File: src/rtl/sync_counter_pkg.sv
// Shared constants for the down-counter family: default width and FSM state encoding.
package sync_counter_pkg;

    localparam int DEFAULT_WIDTH = 4;

    localparam logic [1:0] ST_IDLE = 2'd0;
    localparam logic [1:0] ST_RUN  = 2'd1;
    localparam logic [1:0] ST_DONE = 2'd2;

endpackage : sync_counter_pkg

File: src/rtl/sync_down_counter.sv
// Loadable down counter with one-shot / periodic modes and a registered terminal-count pulse.
module sync_down_counter
    import sync_counter_pkg::*;
#(
    parameter int WIDTH = DEFAULT_WIDTH
) (
    input  logic             clk,
    input  logic             reset,
    input  logic             enable,
    input  logic             load,
    input  logic [WIDTH-1:0] load_val,
    input  logic             auto_reload,
    output logic [WIDTH-1:0] Q,
    output logic             tc,
    output logic             busy,
    output logic             done
);

    localparam logic [WIDTH-1:0] ONE  = WIDTH'(1);
    localparam logic [WIDTH-1:0] ZERO = '0;

    logic [1:0]       state_q,  state_d;
    logic [WIDTH-1:0] count_q,  count_d;
    logic [WIDTH-1:0] reload_q, reload_d;
    logic             tc_q,     tc_d;

    always_comb begin
        // NOTE: every next-state signal gets a default first so no path leaves it unassigned, which would infer a latch.
        state_d  = state_q;
        count_d  = count_q;
        reload_d = reload_q;
        tc_d     = 1'b0;

        if (load) begin
            // Load wins in every state, including a coincident terminal cycle, so tc stays low.
            reload_d = load_val;
            count_d  = load_val;
            state_d  = (load_val != ZERO) ? ST_RUN : ST_IDLE;
        end else begin
            case (state_q)
                ST_RUN: begin
                    if (enable) begin
                        if (count_q > ONE) begin
                            count_d = count_q - ONE;
                        end else if (auto_reload) begin
                            count_d = reload_q;
                            tc_d    = 1'b1;
                        end else begin
                            count_d = ZERO;
                            state_d = ST_DONE;
                            tc_d    = 1'b1;
                        end
                    end
                end
                ST_IDLE, ST_DONE: begin
                    state_d = state_q;
                end
                default: begin
                    state_d = ST_IDLE;
                    count_d = ZERO;
                end
            endcase
        end
    end

    // NOTE: sequential state uses non-blocking assignments so all registers update from the same pre-edge values.
    always_ff @(posedge clk or posedge reset) begin
        if (reset) begin
            state_q  <= ST_IDLE;
            count_q  <= ZERO;
            reload_q <= ZERO;
            tc_q     <= 1'b0;
        end else begin
            state_q  <= state_d;
            count_q  <= count_d;
            reload_q <= reload_d;
            tc_q     <= tc_d;
        end
    end

    assign Q    = count_q;
    assign tc   = tc_q;
    assign busy = (state_q == ST_RUN);
    assign done = (state_q == ST_DONE);

endmodule : sync_down_counter

File: config.mk
export PLATFORM = sky130hd
export DESIGN_NAME = sync_down_counter
export DESIGN_NICKNAME = d
export VERILOG_FILES = /design/src/rtl/sync_counter_pkg.sv /design/src/rtl/sync_down_counter.sv
export SDC_FILE = /design/constraint.sdc
export NUM_CORES = 1
export LEC_CHECK = 0
export ABC_AREA = 0
export ABC_CLOCK_PERIOD_IN_PS = 4500
export CAP_MARGIN = 20
export CORE_MARGIN = 4
export CORE_UTILIZATION = 35
export DETAILED_ROUTE_END_ITERATION = 7
export PLACE_DENSITY = 0.71
export SYNTH_ARGS = -nofsm -noshare
export SYNTH_HDL_FRONTEND = slang
export SYNTH_SLANG_ARGS = --single-unit
File: constraint.sdc
create_clock -name clk -period 4.5 [get_ports clk]
set_clock_uncertainty 0.1 [all_clocks]
set_input_delay 1.125 -clock clk [delete_from_list [all_inputs] [get_ports clk]]
set_output_delay 1.125 -clock clk [all_outputs]
set_load 0.01 [all_outputs]
Yosys cells after proc, flatten, opt, wreduce, memory -nomap -nowiden
Cells that the tools add are included.
{ "totals": {"output_inout_bits": 7, "input_bits": 9, "ff_bits": 11} }
{ "classes": {"n_eq_ne": 6, "addsub": 1, "muxes": 15, "order_cmp": 1, "reduce_logical": 5} }
{ "ops": {"columns": ["operator", "n"], "rows": [
  ["4-bit two-way mux", 4],
  ["3-bit inequality test, second input constant", 3],
  ["2-bit two-way mux", 4],
  ["4-bit case mux with 2 select lines", 1],
  ["1-bit two-way mux", 5],
  ["4-bit by 1-bit greater-than comparator with 1-bit output, second input constant", 1],
  ["2-bit case mux with 2 select lines", 1],
  ["4-bit AND reduction", 1],
  ["4-bit nonzero test", 1],
  ["4-bit by 1-bit subtractor with 4-bit output, second input constant", 1],
  ["2-bit by 1-bit == test with 1-bit output, second input constant", 1],
  ["2-bit == test, second input constant", 1],
  ["2-bit zero test", 1],
  ["2-bit inequality test, second input constant", 1],
  ["2-bit AND reduction", 1],
  ["2-bit OR reduction", 1]
]} }

Logic depth before layout (Yosys ltp)
{ "depth": {"ltp_word": 5, "ltp_mapped": 6, "ltp_nobuf": 6} }

Worst setup path after synthesis
Ideal clock, no wire load.
{ "synth_timing": {"path_type": "input to register", "from": "input enable", "to": "register count_q[2], in the netlist Q[2]", "arrival_ns": 1.692, "t_required_ns": 4.278, "setup_slack_ns": 2.586, "stages": 4, "n_path_buf": 0, "cell_sequence": "o21a_1 > nor2_1 > o21ai_0 > a21boi_1"} }
{ "synth_via": {"elab_chain_len": 2} }
{ "synth_rtl": {"columns": ["element", "line", "rtl"], "rows": [
  ["start: declaration", "sync_down_counter.sv:9", "input logic enable,"],
  ["3-bit inequality test (no line)", null, null],
  ["2-bit AND reduction (no line)", null, null],
  ["end signal: assignment", "sync_down_counter.sv:75", "count_q <= count_d;"],
  ["end: declaration", "sync_down_counter.sv:23", "logic [WIDTH-1:0] count_q, count_d;"]
]} }
No other way between the ends.
A chain may end at the register's enable or synchronous reset.

Worst setup path after layout
{ "layout_timing": {"from": "register state_q[0]", "to": "output done"} }
{ "layout_via": {"elab_chain_len": 1} }
{ "layout_rtl": {"columns": ["element", "line", "rtl"], "rows": [
  ["start: declaration", "sync_down_counter.sv:22", "logic [1:0] state_q, state_d;"],
  ["start signal: assignment", "sync_down_counter.sv:74", "state_q <= state_d;"],
  ["2-bit == test", "sync_down_counter.sv:84", "assign done = (state_q == ST_DONE);"],
  ["end: declaration", "sync_down_counter.sv:16", "output logic done"]
]} }
No other way between the ends.

==> metrics.md <==
| Metric | Value |
|---|---|
| Critical Path End Type | `output port` |
| Top-area cell type share of the netlist area | `0.437` |
| Fin crit share | `0.600` |
| Data arrival, critical path | `1470 ps` |
| Top cells by count, synth | `11 x dfrtp_1, 6 x mux2_2, 5 x a21oi_1, 5 x inv_1` |
| Via count | `518` |
| Post-synth top area cell | `dfrtp_1` |
| Syn_nets | `71` |
| Initial antenna violation count | `0` |
| Post-placement cell area | `800 um2` |
| Mapped Area | `629 um2` |
| DPL Wire Length | `992 um` |
| Met3 usage | `0.0475` |
| Post-synthesis sequential area ratio | `0.437` |
| Antenna cells | `0` |
| Worst Tran Pin Value | `507 ps` |
| Synth Area per Inst | `10.5 um2` |
| Status | `finished, final reports clean` |
| Die Y | `50.4 um` |
| Maxcap violations | `0` |
| Minimum clock period | `2700 ps` |
| Required @ worst endpoint | `3270 ps` |
| Num CTS Buffers | `3` |
| Worst VDD drop | `0.219 mV` |
| GRT Util Overall | `0.108` |
| Fillers | `168` |
| Cells after synthesis | `60` |
| Main synth FF type | `dfrtp_1` |
| Sequential Area | `275 um2` |
| Leakage power | `0.339 nW` |
| Seq cells post-synth | `11` |
| Clock Path Buffers | `2` |
| Clock sink count | `11` |
| Area grow syn2layout | `31.2%` |
| Site Rows | `15` |
| EDFF count, synth | `0` |
| FFs w/ async S/R, synth | `1.00` |
| Crit path max fanout | `3` |
| Total gr overflow | `0` |
| # IOs | `16` |
| GP Congestion | `0.903` |
| Tightest Hold Check Type | `flop to flop` |
| Multi-input logic area | `324 um2` |
| CP Launch Type | `flop` |
| Routed WL per cell | `12.8 um` |
| Buffers on Ports | `15` |
| Final #Nets | `90` |
| GRT Max-Usage Layer | `met2` |
| DRT iter0 DRCs | `9` |
| CTS root buffer | `clkbuf_4` |
| RSZ-0062 raised after global routing | `false` |
| Setup TNS Final | `0 ps` |
| Final setup margin | `1800 ps` |
| Top-count cell post-synth | `dfrtp_1` |
| # Post-CTS Setup Buffers | `0` |
| Vias in the first global route | `489` |
| Die area | `2540 um2` |
| Met2 Usage GRT | `0.152` |
| Layout cells sized above 1 | `0.179` |
| Synth top area cells | `dfrtp_1 44%, mux2_2 11%, a21oi_1 4.0%` |
| Hold_buf cts | `0` |
| CTS tree | `built` |
| Fin. max-slew vios | `0` |
| First-pass GRT wire length | `2.04 mm` |
| CP Class | `flop to output port` |
| Largest net degree at the start of global routing | `15` |
| DRC Markers | `0` |
| Fin util | `0.484` |
| Vias/cell | `5.03` |
| Synth cell types | `28` |
| Final instance area | `826 um2` |
| Core area | `1710 um2` |
| Pre-CTS setup slack | `1890 ps` |
| Hold Fails Final Rpt | `0` |
| Pwr dens | `331 nW/um2` |
| H-tree level count | `1` |
| DRT Wirelength | `1.31 mm` |
| Skew-Pair Late Insertion Delay | `270 ps` |
| Max Freq | `370 MHz` |
| Setup violations, final | `0` |
| Die X | `50.4 um` |
| Met1 usage | `0.131` |
| Clk pin slew, worst setup/hold paths | `70 ps` |
| Initial Utilization | `0.368` |
| 1st-pass router iterations | `4` |
| Post-route antenna net violation count | `0` |
| Post_cts resized | `0` |
| Synth Warn # | `0` |
| Rel. slew slack | `0.661` |
==> metrics by stage <==
step	hold slack [ps]	power [mW]	instances
finish	410	0.273	103
global route	428	0.291	103
CTS	415	0.277	103
detailed placement	399	0.208	99
global placement	395	0.207	99
floorplan	373	0.173	60
==> layout make-up <==
cell class / count / share of cell area
timing repair buffer: 15 / 0.182
multi-input combinational: 43 / 0.392
inverter: 5 / 0.0227
tap: 25 / 0.0379
clock buffer: 4 / 0.0318
sequential: 11 / 0.333
==> where the power goes <==
group | switching, mW | internal [mW] | total (mW)
combinational | 0.0366 | 0.0465 | 0.0831
sequential | 0.0125 | 0.110 | 0.122
clock | 0.0333 | 0.0344 | 0.0677
==> path summary, 6_finish.rpt <==
kind	slack, ps	to	cells past startpoint	from
worst max-delay path	1800	done	3	state_q[0]
worst min-delay path	410	reload_q[3]	1	reload_q[3]
worst max register to register	2730	Q[0]	6	Q[0]
worst min register to register	410	reload_q[3]	1	reload_q[3]
max in group asynchronous	2960	Q[1]	2	reset
min in group asynchronous	1040	reload_q[2]	2	reset
==> flip-flops by register name, summed over array words and instances (netlist names) <==
signal,cells
state_q,2
Q,4
tc,1
reload_q,4
==> cell families (layout without fill, tap and decap cells) <==
kind of cell,count (synthesis),after routing,share of synthesized area
and+or+nand+nor,17,17,0.185
buffers and inverters,6,24,0.0477
DFF,11,11,0.437
muxes,6,6,0.107
adders and majority gates,2,2,0.0398
AOI/OAI and AO/OA,18,18,0.183
==> critical path, stage by stage (launching register included) <==
cell,delay (ps)
dfrtp_1,380
or2b_1,240
inv_1,60
clkdlybuf4s50_1,520
==> cell usage in the layout (no fill, tap or decap), types with 2 or more instances in the layout <==
cell	instances
a21oi_1	5
a22oi_1	3
clkbuf_4	3
clkdlybuf4s50_1	15
dfrtp_1	11
ha_1	2
inv_1	5
mux2_2	6
nand2_1	3
nor2_1	2
o21ai_0	2
o21ai_1	3
==> layer usage <==
layer  vias up  part of all wire
met5         -                 0
met4         0             0.023
met3         6             0.069
met2        18              0.42
met1       241              0.48
li1        253                 -
(Power assumes the default switching activity.)
